<file path="config.mk">
export PLATFORM = sky130hd
export DESIGN_NAME = pipe_stage_buffer
export DESIGN_NICKNAME = d
export VERILOG_FILES = /design/src/rtl/pipe_pkg.sv /design/src/rtl/pipe_stage_buffer.sv
export SDC_FILE = /design/constraint.sdc
export NUM_CORES = 1
export LEC_CHECK = 0
export ABC_AREA = 1
export CORE_MARGIN = 3
export CORE_UTILIZATION = 54
export CTS_BUF_LIST = sky130_fd_sc_hd__clkbuf_8 sky130_fd_sc_hd__clkbuf_16
export CTS_CLUSTER_SIZE = 24
export DETAILED_ROUTE_END_ITERATION = 10
export GPL_TIMING_DRIVEN = 0
export MAX_ROUTING_LAYER = met4
export PLACE_DENSITY = 0.85
export SLEW_MARGIN = 15
export SYNTH_ARGS = -nofsm -noshare
export SYNTH_HDL_FRONTEND = slang
export SYNTH_SLANG_ARGS = --single-unit
</file>
<file path="constraint.sdc">
create_clock -name clk -period 2.7 [get_ports clk]
set_input_delay 0.54 -clock clk [delete_from_list [all_inputs] [get_ports clk]]
set_output_delay 0.54 -clock clk [all_outputs]
set_load 0.1 [all_outputs]
</file>
<file path="src/rtl/pipe_pkg.sv">
// Shared datapath types and helpers for inter-stage pipeline buffers.
// Provides the default payload width, a 32-bit word type and pointer wrap.
package pipe_pkg;

    localparam int PIPE_WIDTH = 32;

    typedef logic [PIPE_WIDTH-1:0] pipe_word_t;

    // Advance a circular index, wrapping from depth-1 back to 0.
    // With depth == 1 the index stays at 0.
    function automatic int unsigned ptr_next(
        input int unsigned ptr,
        input int unsigned depth
    );
        if (ptr >= depth - 1)
            return 0;
        return ptr + 1;
    endfunction

endpackage

</file>
<file path="src/rtl/pipe_stage_buffer.sv">
// Elastic pipeline register: a DEPTH-entry FIFO with valid/ready handshake
// on both sides, synchronous flush (squash) and an occupancy count.
//
// Ports:
//   clk, rst_n         clock, asynchronous active-low reset
//   flush              synchronous squash of all stored entries
//   in_valid/in_data   upstream offer; in_ready = buffer not full
//   out_valid/out_data oldest stored entry (zero when empty)
//   out_ready          downstream consumes this cycle
//   count              stored entries, 0..DEPTH
module pipe_stage_buffer
    import pipe_pkg::*;
#(
    parameter int WIDTH = PIPE_WIDTH,
    parameter int DEPTH = 2,
    parameter int CW    = $clog2(DEPTH + 1)
) (
    input  logic             clk,
    input  logic             rst_n,
    input  logic             flush,
    input  logic             in_valid,
    input  logic [WIDTH-1:0] in_data,
    output logic             in_ready,
    output logic             out_valid,
    output logic [WIDTH-1:0] out_data,
    input  logic             out_ready,
    output logic [CW-1:0]    count
);

    localparam int PW = (DEPTH > 1) ? $clog2(DEPTH) : 1;
    localparam logic [CW-1:0] FULL = CW'(DEPTH);

    logic [WIDTH-1:0] r_mem [DEPTH];
    logic [PW-1:0]    r_wr_ptr;
    logic [PW-1:0]    r_rd_ptr;
    logic [CW-1:0]    r_count;

    logic w_push;
    logic w_pop;

    // Ready/valid come only from registered count, so no
    // combinational path runs from out_ready to in_ready.
    assign in_ready  = (r_count != FULL);
    assign out_valid = (r_count != '0);
    assign out_data  = out_valid ? r_mem[r_rd_ptr] : '0;
    assign count     = r_count;

    assign w_push = in_valid & in_ready;
    assign w_pop  = out_valid & out_ready;

    always_ff @(posedge clk or negedge rst_n) begin
        if (!rst_n) begin
            r_wr_ptr <= '0;
            r_rd_ptr <= '0;
            r_count  <= '0;
            for (int i = 0; i < DEPTH; i++)
                r_mem[i] <= '0;
        end else if (flush) begin
            // Squash wins over any handshake this cycle;
            // storage is left as is, it is unreachable once empty.
            r_wr_ptr <= '0;
            r_rd_ptr <= '0;
            r_count  <= '0;
        end else begin
            if (w_push) begin
                r_mem[r_wr_ptr] <= in_data;
                r_wr_ptr <= PW'(ptr_next(32'(r_wr_ptr), DEPTH));
            end
            if (w_pop)
                r_rd_ptr <= PW'(ptr_next(32'(r_rd_ptr), DEPTH));
            unique case ({w_push, w_pop})
                2'b10:   r_count <= r_count + CW'(1);
                2'b01:   r_count <= r_count - CW'(1);
                default: r_count <= r_count;
            endcase
        end
    end

    a_no_overflow: assert property (
        @(posedge clk) disable iff (!rst_n) r_count <= FULL
    );

    a_no_underflow: assert property (
        @(posedge clk) disable iff (!rst_n) !(w_pop && r_count == '0)
    );

endmodule

</file>
==> results.md, run 1 <==
* Clk_lat worst skew at 340 ps
* Ant diodes at 0
* Min-Delay Path Class: primary input to async pin
* CP Cell Sequence: buf_2 > clkbuf_1 > nand2_1 > a21oi_4 > buf_2
* Reg clk slew, reported paths at 70 ps
* Synth area leader: dfrtp_1
* DP HPWL at 5704 um
* Chip width at 83.42 um
* GR Util All Layers at 0.2575
* Ports at 73
* Maximum vdd drop at 0.0007232 V
* Most frequent CP cell: buf_2
* Yosys reg bits at 68
* Syn avg cell area at 8.496 um2
* PortBufs at 72
* Crit. End Element: output pin
* Min Tclk post-route at 2606 ps
* Post-synth ARST share at 1.000
* Core Util, Final at 0.7904
* Multi-input logic area at 0.001485 mm2
* Mapped Nets at 418
* Fmax at 0.3837 GHz
* RSZ-0062 raised after global routing: no
* Pleak at 0.002139 uW
* Clk buf depth at 2
* Top cells by count, synth: nand2_1, dfrtp_1, inv_1, o21ai_1, a21oi_1
* Synth top area cells: dfrtp_1, nand2_1, o21ai_2
* Die height at 83.42 um
* Buf/Inv on CP at 3
* Die area at 0.006959 mm2
* Fin crit share at 0.9652
* Setup WS pre-CTS at -732.5 ps
* CTS sink cnt at 68
* Area Growth Syn to Fin at 37.77%
* Post-cts repair resize count at 169
* WL final at 8340 um
* Power per cell area at 1030 mW/mm2
* # H-tree levels at 3
* Share of layout cells above drive strength 1 at 0.2851
* Initial Utilization at 0.5737
* Non-filler cells, final at 542
* First-pass GRT wire length at 14030 um
* Postcts setup bufs at 0
* Initial antenna violation count at 0
* Max_slew headroom at 0.3484
* Slew at the pin closest to its max-slew limit at 974.3 ps
* Top Family by Delay on Critical Path: buffers and inverters
* Reg-to-Reg Start: count[1]$_DFFE_PN0P_
* CTS Buf Count at 9
* Filler cells at 376
* Hold buffers post-CTS at 0
* # rows at 27
* Root Driver: clkbuf_8
* WL per Instance at 15.39 um
* Post-synth EDFFs at 0
* Layout Nets at 502
* Worst Path Arrival at 2070 ps
* Final hold vios at 0
* Critical path startpoint: r_rd_ptr$_DFFE_PN0P_
* Initial DRC count at 191
* Critical path class: flop to output pin
* Worst setup margin at 93.91 ps
* Vias in the first global route at 2954
* Count leader, synth: nand2_1
* Yosys warns at 0
* Max Cap Viol at 0
* Final count of negative-setup-slack endpoints at 0
* Synthesized cell area at 0.003237 mm2
* Core Box Area at 0.005642 mm2
* Post-route DRC at 0
* Worst-path fanout max at 10
* Yosys cell types at 19
* Placer Congestion at 0.7892
* Slowest stage delay, CP at 430 ps
* Final ANT Viol Nets at 0
* Vias at 2877
* Total power draw at 4594 uW
* Ys flop type: dfrtp_1
* Sequential share of the synthesized area at 0.5257
* Grt ovf at 0
* Status: finished clean
* Hold_ws at 56.01 ps
* Top cell type's share of synthesized area at 0.5257
* Critical path required time at 2160 ps
* Layout Skew at 7.684 ps
* First-pass DRT Iterations at 4
* Critical path launch point type: flop
* Final Max Slew Viols at 0
* Vias per cell at 5.308
* Largest net degree at the start of global routing at 53
* Cells after DPL at 526
* Syn Inst Count at 381
* Seq. cell area at 0.001704 mm2
* CTS tree: built
* Critical path's slowest cell: buf_2
==> placed cells by master (no fill, tap or decap), drive strengths merged <==
master and instances:
dlygate4sd2 1, nand4 3, bufinv 2, dlymetal6s2s 2
clkinv 4, o21ai 65, nand3 2, a21oi 35
buf 45, dfrtp 68, clkbuf 21, inv 38
clkdlybuf4s50 37, nor2 3, nand2 144
==> per-stage QoR <==
| step | cell area, um2 | TNS, ps |
|---|---|---|
| 2_1_floorplan | 3510 | 0 |
| 3_3_place_gp | 4320 | -92240 |
| 3_5_place_dp | 4345 | -17240 |
| 4_1_cts | 4457 | 0 |
| 5_1_grt | 4459 | 0 |
| 6_report | 4459 | 0 |
==> power breakdown <==
group          total, uW  internal (uW)  switching, uW
Sequential          1540           1350            192
Combinational       2130            544           1590
Clock                920            537            383
Total               4590           2430           2170
==> registers in the layout, summed over array words and instances, names as in the netlist <==
register and cells:
r_wr_ptr 1, count 2, r_mem 64, r_rd_ptr 1
==> final timing paths <==
check                      slack (ps)  cells past startpoint                     to
max                                90                      5           out_data[29]
min                                60                      1  r_mem[52]$_DFFE_PN0P_
max reg2reg                      1270                      6  r_mem[54]$_DFFE_PN0P_
min reg2reg                       480                      2  r_mem[32]$_DFFE_PN0P_
max in group asynchronous        2120                      2  r_mem[41]$_DFFE_PN0P_
min in group clk                  480                      2  r_mem[32]$_DFFE_PN0P_
==> kinds of logic after synthesis <==
family | count (synthesis) | synth area share
AO/OA/AOI/OAI | 100 | 0.1906
flip-flops | 68 | 0.5257
AND/OR/NAND/NOR | 152 | 0.1840
buffers and inverters | 61 | 0.09973
==> per-layer routing <==
metal,up-vias,track usage,routed length (um)
li1,1381,-,-
met1,1406,0.3116,3499
met2,72,0.4271,4325
met3,18,0.05556,354
met4,0,0.09357,160
met5,-,-,0
==> area by class of cell <==
class	count	share of cell area
Inverter	38	0.03199
Timing Repair Buffer	73	0.1400
Multi-Input combinational cell	252	0.3331
Sequential cell	68	0.3822
Tap cell	72	0.02020
Clock inverter	6	0.01768
Clock buffer	10	0.03086
Buffer	23	0.04405
Power figures use the tool's default switching activity.
==> run 2, diff against run 1 <==
Settings changed: CORE_UTILIZATION 54 to 25, PLACE_DENSITY 0.85 to unset.
Clock period 2.7 ns to 2.2 ns, I/O delays scaled along.
==> run 2 against run 1 <==
  * Register-to-register slack got worse by 490 ps
  * Global-route usage decreased by 12 points
  * Combinational power increased by 39%
  * Routed wire length increased by 7.0%
  * Largest cell class unchanged
==> results.md, run 2 (synthesized netlist as in run 1, its figures left out) <==
* Cells after DPL at 622 (+18%)
* Share of layout cells above drive strength 1 at 0.2979 (+0.01277)
* TNS Setup at 0 ps (unchanged)
* Met2 usage at 0.2179 (-0.2092)
* Largest register FFs at 64 (unchanged)
* Crit. End Element: output pin
* Status: finished clean
* Clk buf depth at 2 (unchanged)
* Clk_lat worst skew at 320 ps (-20 ps)
* Critical path's slowest cell: dfrtp_1
* Final count of negative-setup-slack endpoints at 0 (unchanged)
* Clock Power Share at 0.238 (+0.038)
* Max Cap Viol at 0 (unchanged)
* Min-Delay Path Class: primary input to async pin
* CTS Buf Count at 9 (unchanged)
* Slew at the pin closest to its max-slew limit at 959.4 ps (-14.90 ps)
* Filler cells at 1258 (+230%)
* # H-tree levels at 3 (unchanged)
* First-pass GRT wire length at 14970 um (+6.7%)
* Critical path startpoint: r_rd_ptr$_DFFE_PN0P_
* RSZ-0062 raised after global routing: yes
* Total power draw at 6347 uW (+38%)
* Layout Skew at 5.653 ps (-2.031 ps)
* Layout Nets at 502 (unchanged)
* Switching Fraction at 0.4353 (-0.03600)
* Internal power at 3584 uW (+48%)
* Most frequent cells in the layout: nand2_1, dfrtp_1, inv_1
* Reg clk slew, reported paths at 60 ps (about the same)
* DP HPWL at 6230 um (+9.2%)
* Post-route DRC at 0 (unchanged)
* First-pass DRT Iterations at 4 (unchanged)
* Reg-to-Reg Start: count[1]$_DFFE_PN0P_
* Placer Congestion at 0.7560 (-4.2%)
* PortBufs at 72 (unchanged)
* Grt ovf at 0 (unchanged)
* Met1 Usage GRT at 0.1720 (-0.1396)
* Vias in the first global route at 2923 (-1.0%)
* Logic pwr share at 0.466 (about the same)
* Area Growth Syn to Fin at 55.70%
* Postcts setup bufs at 0 (unchanged)
* Worst-path fanout max at 10 (unchanged)
* Vias at 2800 (-2.7%)
* Min Tclk post-route at 2115 ps
* Max_slew headroom at 0.3630 (+0.01451)
* Core Util, Final at 0.4094 (-0.3811)
* Final hold vios at 0 (unchanged)
* Core Box Area at 0.01231 mm2 (+120%)
* Largest net degree at the start of global routing at 38 (-28%)
* CTS tree: built
* Setup WS pre-CTS at -881.9 ps (-149.4 ps)
* Fmax at 0.4728 GHz
* Worst setup margin at 85.15 ps (-8.769 ps)
* Chip width at 119.8 um (+44%)
* CP Cell Sequence: buf_2 > clkinv_1 > buf_4 > nand2_1 > a21oi_4 > buf_8
* Die area at 0.01435 mm2 (+110%)
* WL per Instance at 13.98 um (-9.1%)
* Ports at 73 (unchanged)
* Final Max Slew Viols at 0 (unchanged)
* Initial Utilization at 0.2629 (-0.3108)
* Non-filler cells, final at 638 (+18%)
* Psw at 2763 uW (+28%)
* Final ANT Viol Nets at 0 (unchanged)
* Slowest stage delay, CP at 350 ps (-80 ps)
* Critical path required time at 1760 ps (-400 ps)
* Vias per cell at 4.389 (-17%)
* Critical path launch point type: flop
* GRT Max-Usage Layer: met2
* WL final at 8920 um (+7.0%)
* Worst Path Arrival at 1670 ps (-400 ps)
* Initial DRC count at 153 (-20%)
* Sequential share of power at 0.296 (-0.039)
* Initial antenna violation count at 0 (unchanged)
* Maximum vdd drop at 0.0007272 V (+0.56%)
* GR met3 Demand/Resource at 0.02922 (-0.02634)
* Commonest non-fill, non-tap cell in the layout: nand2_1
* Die height at 119.8 um (+44%)
* Largest reg by FF count: r_mem
* Pleak at 0.002258 uW (+5.5%)
* CTS sink cnt at 68 (unchanged)
* Fin crit share at 0.9613
* Power per cell area at 1259 mW/mm2 (+22%)
* Ant diodes at 0 (unchanged)
* Root Driver: clkbuf_16
* Critical path class: flop to output pin
* GR Util All Layers at 0.1346 (-0.1229)
* # rows at 40 (+48%)
run 2: changes by cell type in the layout (fill, tap and decap cells not counted), moves of 4 or more:
cell,previous run,this run
a21oi_2,12,2
a21oi_4,21,31
buf_8,0,26
buf_6,12,18
buf_2,21,2
clkbuf_1,4,0
clkbuf_8,11,3
clkbuf_16,0,9
buf_4,11,4
run 2: worst max-delay path: cells and delay by family, from the launching register on:
family / cells / cell delay, ps
buffers and inverters: 4 / 740
DFF: 1 / 350
AOI/OAI and AO/OA: 1 / 170
and+or+nand+nor: 1 / 110
run 2: area by class of cell:
type                            instances  area (um2)  area share
Clock buffer                           10       239.0     0.04742
Sequential cell                        68        1709      0.3391
Multi-Input combinational cell        252        1565      0.3106
Timing Repair Buffer                   73       872.1      0.1730
Buffer                                 23       221.5     0.04394
Tap cell                              168       210.2     0.04171
Clock inverter                          6       80.08     0.01589
Inverter                               38       142.6     0.02830
run 2: worst paths after layout:
kind / to / slack [ps] / cells past startpoint
setup / recovery: out_data[31] / 90 / 6
hold / removal: r_mem[17]$_DFFE_PN0P_ / 60 / 1
setup reg to reg: r_mem[17]$_DFFE_PN0P_ / 780 / 5
hold reg to reg: r_mem[36]$_DFFE_PN0P_ / 480 / 2
max in group asynchronous: r_mem[2]$_DFFE_PN0P_ / 1590 / 2
min in group clk: r_mem[36]$_DFFE_PN0P_ / 480 / 2
run 2: per-stage QoR:
step	hold slack (ps)	cell area, um2
floorplan	144.4	3597
global placement	464.1	4528
detailed placement	420.1	4546
CTS	68.07	4943
global route	88.92	5040
finish	59.41	5040
run 2: power by group through the flow:
stage	clock, uW	combinational (uW)	sequential, uW
final	1510	2960	1880
after global routing	1600	3150	1930
after floorplan	0	2170	1900
after CTS	1560	2900	1880
after detailed placement	0	2800	1890
after global placement	0	2760	1870
run 2: routing by layer:
metal	part of all wire	wire, um
met2	0.49	4353
met5	0	0
met1	0.45	4048
met4	0.0068	61
met3	0.051	456
run 2: what timing repair did:
| action | in CTS | in global routing |
|---|---|---|
| gates resized for setup | 246 | 30 |
| endpoints found under the setup margin | 36 | 32 |
| hold buffers | 0 | 0 |
==> run 3, diff against run 2 <==
Settings changed: ABC_CLOCK_PERIOD_IN_PS set to 2200.
==> results of run 3 <==
Same layout as run 2: the final DEF is identical, and so are final timing and power.
==> variant 1 (config.mk and constraints of run 3) <==
Put one more register stage on the output `count`, with the module's reset. The value now appears one clock later. The other outputs are not delayed to match. Comments in the files are not updated.
--- a/src/rtl/pipe_stage_buffer.sv
+++ b/src/rtl/pipe_stage_buffer.sv
@@ -43,7 +43,13 @@
     assign in_ready  = (r_count != FULL);
     assign out_valid = (r_count != '0);
     assign out_data  = out_valid ? r_mem[r_rd_ptr] : '0;
-    assign count     = r_count;
+    always_ff @(posedge clk or negedge rst_n) begin
+        if (!rst_n) begin
+            count <= '0;
+        end else begin
+            count <= r_count;
+        end
+    end
 
     assign w_push = in_valid & in_ready;
     assign w_pop  = out_valid & out_ready;
Formal check against the unedited RTL: not equivalent (a bounded check fails within 4 cycles, from zero or initial values and one cycle with rst_n low).
==> variant 1 against run 3 <==
First-iteration DRC count increased by 35%. Utilization decreased by 1.1 points. Wire length increased by 2.1%. Cell area decreased by 3.0%. Synthesized area decreased by 0.93%. Final cell count decreased by 0.31%. Sequential share of layout area increased by 1.9 points. Sequential cell count increased by 2. Setup slack got worse by 0.011 ns. Register-to-register slack got worse by 0.08 ns. Total power decreased by 4.2%.
==> variant 1: results (changes against run 3) <==
Global routing:
- The first-pass GRT wire length is 15.2 mm (+1.4%).
- The via count of the first global-routing pass is 2934 (+0.38%).
- The global-route usage over all layers is 14.1% (+0.59 points).
- The maximum number of pins on one net before global-route repair came to 48 (+26%).

Yosys:
- The portion of the post-synthesis area used by sequential elements is 54.6% (+2.1 points).
- The share of async-settable or async-resettable flops after synthesis is 100% (unchanged).
- The number of warnings reported in the yosys synthesis log is 0 (unchanged).
- The most common flop cell mapped by yosys is dfrtp_1.
- The total nets after synthesis was 420 (+0.48%).
- The cell count after synthesis is 383 (+0.52%).
- Ranked by total cell area, the synthesized netlist is headed by dfrtp_1 (55%), nand2_1 (17%), o21ai_1 (7.2%).
- Ranked by instance count, the synthesized netlist is headed by nand2_1 (143), dfrtp_1 (70), o21ai_1 (46), inv_1 (36), a21oi_1 (34).
- The unique cell type count in the Yosys netlist came to 21 (+2).

Finish:
- The multi-input combinational cell area was 1510 sq um (-3.6%).
- The layout filler cell count is 1216 (-3.3%).
- The number of non-filler instances in the completed layout was 636 (-0.31%).
- The net count of the finished layout is 503 (+0.20%).
- The fraction of layout cells with a size suffix above 1 is 26.5% (-3.3 points).
- In the final layout, the registers with the most flip-flops are r_mem x64, count x2, r_count x2.

Hold path:
- The type of the tightest min-delay check is primary input to async pin.

Clocking:
- The clock latency on the worst-skew pair is 0.33 ns.
- The hold-fix buffer count after cts was 0 (unchanged).
- The root buffer cell chosen for the clock tree is clkbuf_16.
- Clock-pin slew was measured on the worst setup and hold paths at roughly 0.05 ns.
- The largest buffer count on any clock path is 2 (unchanged).

Drt:
- The average vias per placed instance was 4.42 (+0.82%).
- The detailed-route wire length per cell is 14.3 microns (+2.4%).
- The number of search-and-repair iterations in the first detailed-routing pass is 4 (unchanged).
- The number of DRC violations after detailed-routing iteration 0 is 206 (+35%).

Power and ir drop:
- The reported leakage power is 2.21 nW (-2.3%).
- The peak supply drop is 0.538 mV (-26%).

STA:
- The number of setup violations in the final report is 0 (unchanged).
- The worst-case clock skew is 0.00496 ns (-0.000693 ns).
- The worst slew slack as a fraction of its limit is 36.4% (+0.095 points).

Worst setup path:
- The maximum net fanout on the critical path is 10 (unchanged).
- The cell with the biggest individual delay on the critical path is dfrtp_1.
- The arrival time reported for the critical path endpoint is 1.69 ns (+0.02 ns).
- The delay of the slowest cell on the worst path is 0.49 ns (+0.14 ns).

Placement:
- The final RePlAce weighted congestion is 0.833 (+10%).
- The detailed placer's ending HPWL was 6.39 mm (+2.6%).
- The placed cell count is 624 (+0.32%).
- The standard cell area after detailed placement is 4500 sq um (-0.91%).

Status:
- The flow ran to the end, and the final reports show no timing, DRC or antenna violations.
variant 1: changes by cell type in the layout (fill, tap and decap cells not counted), sizes merged:
cell             run 3  this run
bufinv               2         0
inv                 39        37
clkinvlp             1         0
clkinv               2         3
buf                 51        47
dfrtp               68        70
clkbuf              16        20
variant 1: metrics by stage:
step / hold slack (ns) / setup TNS [ns] / worst slack (ns)
2_1_floorplan: 0.144 / -0.0982 / -0.0982
3_3_place_gp: 0.465 / -145.03 / -1.68
3_5_place_dp: 0.371 / -26.73 / -0.919
4_1_cts: 0.0140 / -0.00586 / -0.00586
5_1_grt: 0.0306 / 0 / 0.00219
6_report: 0.0157 / 0 / 0.0742
variant 1: final timing paths:
path	from	to	slack, ns	depth (start not counted)
setup / recovery	r_count[1]$_DFFE_PN0P_	out_data[30]	0.07	4
min in group clk	r_mem[43]$_DFFE_PN0P_	r_mem[43]$_DFFE_PN0P_	0.48	2
hold reg to reg	r_mem[43]$_DFFE_PN0P_	r_mem[43]$_DFFE_PN0P_	0.48	2
max in group asynchronous	rst_n	r_mem[58]$_DFFE_PN0P_	1.64	2
hold / removal	rst_n	r_mem[34]$_DFFE_PN0P_	0.02	1
setup reg to reg	r_count[0]$_DFFE_PN0P_	r_mem[29]$_DFFE_PN0P_	0.70	6
variant 1: layout make-up:
class                      count  share of cell area (%)
clock buffer                  11                    5.17
multi-input combinational    252                    30.9
buffer                        22                    4.04
inverter                      38                    2.94
sequential                    70                    35.8
timing repair buffer          73                    16.6
clock inverter                 2                   0.205
tap                          168                    4.30
variant 1: worst max-delay path, delay by kind of cell (launching register included):
family | cells | cell delay, ns
buffers and inverters | 2 | 0.48
DFF | 1 | 0.49
AOI/OAI and AO/OA | 1 | 0.07
and+or+nand+nor | 1 | 0.29
variant 1: repair_timing:
item                                    CTS  global route
endpoints found under the setup margin   36            32
resized for setup                       255             5
buffers inserted                          0             0
variant 1: routing by layer:
layer	vias up	track usage, %	share of wire (%)	routed length (microns)
met1	1336	17.7	45	4100
met5	-	-	0	0
li1	1374	-	-	-
met3	14	3.66	5.3	482
met4	0	5.00	1.9	170
met2	90	21.9	48	4360
variant 1: where the power goes:
part | switching (mW) | internal [mW] | total (mW)
registers | 0.234 | 1.70 | 1.93
clock network | 0.504 | 0.800 | 1.30
logic | 2.00 | 0.844 | 2.85
total | 2.74 | 3.34 | 6.08
variant 1: cell families after synthesis:
family | count (synthesis) | share of synthesized area (%)
DFF | 70 | 54.6
AOI/OAI and AO/OA | 100 | 17.7
and+or+nand+nor | 152 | 18.6
buffers and inverters | 61 | 9.09
==> variant 2 (flow settings as in run 3) <==
Made on the original files. `DEPTH`: 2 -> 1.
--- a/src/rtl/pipe_stage_buffer.sv
+++ b/src/rtl/pipe_stage_buffer.sv
@@ -12,7 +12,7 @@
     import pipe_pkg::*;
 #(
     parameter int WIDTH = PIPE_WIDTH,
-    parameter int DEPTH = 2,
+    parameter int DEPTH = 1,
     parameter int CW    = $clog2(DEPTH + 1)
 ) (
     input  logic             clk,
Ports: changed (resized count); port bits go from 73 to 72. The function was not compared with the original's and may differ.
==> variant 2 against run 3 <==
Synthesized area is 49% lower. Sequential cell count fell by 35. Non-clock buffer count decreased by 7. Hold slack better by 0.047 ns. Total power down 70%. Sequential share of layout area up 0.39 points. Wire length is 48% lower. Clock skew up 0.0011 ns. Cell area shrank 52%. Via count down 42%. Maximum frequency down 0.35%. Setup slack lost 0.0074 ns. Critical path type unchanged.
==> variant 2: results (changes against run 3) <==
Clocking:
- The level count of the clock H-tree is 2 (-1).
- The clock root buffer master is clkbuf_8.
- The total clock buffers created by CTS is 5 (-4).
- The setup fix buffers added after clock tree synthesis is 0 (unchanged).
- The clock latency on the worst-skew pair is 0.28 ns (-0.04 ns).
- The largest buffer count on any clock path is 2 (unchanged).
- The hold-fix buffer count after cts is 0 (unchanged).

Global routing:
- The global-route usage over all layers is 13.0% (-0.43 points).
- The via count of the first global-routing pass is 1577 (-46%).
- The maximum number of pins on one net before global-route repair is 34 (-11%).
- The first-pass GRT wire length is 7.52 mm (-50%).

Drt:
- The number of search-and-repair iterations in the first detailed-routing pass is 4 (unchanged).
- The overall routed net length is 4.60 mm (-48%).
- The number of DRC violations after detailed-routing iteration 0 came to 79 (-48%).
- The average vias per placed instance came to 4.38 (about the same).

Placement:
- The final RePlAce weighted congestion is 0.759 (+0.44%).
- The worst slack at placement was -0.275 ns (+0.607 ns).
- The detailed placer's ending HPWL is 3.31 mm (-47%).
- The standard cell area after detailed placement is 2470 sq um (-46%).
- The port buffer count came to 70 (-2.8%).

Worst setup path:
- The startpoint identified for the worst register-to-register timing path is count$_DFFE_PN0P_.
- The delay of the slowest cell on the worst path is 0.53 ns (+0.18 ns).
- The endpoint of the worst-slack reg-to-reg timing path is r_mem[21]$_DFFE_PN0P_.
- The slowest stage of the critical path is the clkdlybuf4s18_2 cell.
- The setup slack on the worst flop-to-flop path is 1.05 ns (+0.27 ns).
- The arrival time reported for the critical path endpoint is 1.68 ns.
- The number of cells traversed by the worst register-to-register path is 6 (+1).

Yosys:
- The unique cell type count in the Yosys netlist is 11 (-8).
- For this run, the leading register cell type out of synthesis is dfrtp_1.
- Yosys attributes the largest share of cell area to dfrtp_1 (50%), nand2_1 (22%), nand4_1 (12%).
- The number of warnings reported in the yosys synthesis log is 0 (unchanged).
- The portion of the post-synthesis area used by sequential elements came to 49.7% (-2.8 points).
- Ranked by instance count, the synthesized netlist is headed by nand2_1 (97), dfrtp_1 (33), inv_1 (32), nand4_1 (32), buf_2 (13).
- The total nets after synthesis is 253 (-39%).

STA:
- The worst-case clock skew is 0.00672 ns (+0.00106 ns).
- The shortest clock period the worst path allows after layout is 2.12 ns (+0.00744 ns).
- The worst slew slack as a fraction of its limit is 37.0% (+0.73 points).
- The post-route worst hold slack is 0.107 ns (+0.0474 ns).

Power and ir drop:
- The reported leakage power came to 1.49 nW (-34%).
- The peak supply drop is 0.397 mV (-45%).

Finish:
- The net count of the finished layout is 331 (-34%).
- r_mem holds more flip-flops than any other register.
- The layout filler cell count is 702 (-44%).
- The fraction of layout cells with a size suffix above 1 is 21.4% (-8.4 points).
- The flip-flop count of the largest register, all copies and words added is 32 (-50%).

Status:
- The run finished with clean final reports.
## variant 2: cell count changes in the layout (fill, tap and decap cells not counted), moves of 4 or more
| cell | before | now |
|---|---|---|
| o21ai_2 | 28 | 0 |
| nand4_1 | 3 | 32 |
| inv_1 | 38 | 34 |
| buf_8 | 26 | 0 |
| clkbuf_16 | 9 | 0 |
| dfrtp_1 | 66 | 32 |
| a21oi_4 | 31 | 0 |
| buf_2 | 2 | 42 |
| nand2_1 | 143 | 97 |
| o21ai_1 | 36 | 0 |
| buf_6 | 18 | 4 |
## variant 2: worst max-delay path by stage
stage | cells after the start | startpoint | endpoint | slack, ns
4_1_cts | 4 | count$_DFFE_PN0P_ | in_ready | 0.0008
3_3_place_gp | 4 | count$_DFFE_PN0P_ | in_ready | -0.27
2_1_floorplan | 4 | count$_DFFE_PN0P_ | out_data[0] | 0.07
6_report | 5 | count$_DFFE_PN0P_ | out_data[4] | 0.08
5_1_grt | 5 | count$_DFFE_PN0P_ | out_data[3] | 0.002
3_5_place_dp | 4 | count$_DFFE_PN0P_ | in_ready | -0.27
## variant 2: per-stage QoR
step           std cells  util, %
2_1_floorplan        216        -
3_3_place_gp         363     38.5
3_5_place_dp         364     38.7
4_1_cts              372     40.7
5_1_grt              372     37.8
6_report             372     37.8
## variant 2: critical path, delay by kind of cell (launching register included)
family	cells	cell delay [ns]
buf+inv	4	0.93
simple gates	1	0.08
flops	1	0.39
## variant 2: power by group
group	leakage [nW]	internal (mW)	switching, mW
registers	0.409	0.708	0.0532
logic	1.02	0.172	0.511
clock network	0.0538	0.246	0.217
total	1.49	1.13	0.781
## variant 2: logic make-up after synthesis
family          after synthesis  share of synthesized area (%)
compound gates                1                          0.301
buf+inv                      52                           14.9
flops                        33                           49.7
simple gates                130                           35.0
## variant 2: layout make-up
cell class | count | area, sq um | share of cell area, %
clock buffers | 6 | 82.6 | 3.43
flip-flops and latches | 33 | 827 | 34.3
clock inverters | 2 | 7.51 | 0.311
plain buffers | 18 | 118 | 4.88
well taps | 77 | 96.3 | 4.00
repair buffers | 71 | 563 | 23.4
multi-input cells | 131 | 587 | 24.3
inverters | 34 | 130 | 5.40
## variant 2: what timing repair did
item	4_1_cts	5_1_grt
pin swaps	0	0
gates resized for setup	100	60
endpoints found under the setup margin	35	33
## variant 2: metal layers
layer,routed length (microns),up-vias,global-route usage [%]
met1,2140,747,17.6
met2,2060,50,18.8
met5,0,-,-
met4,55,0,4.18
met3,352,5,3.69
li1,-,829,-
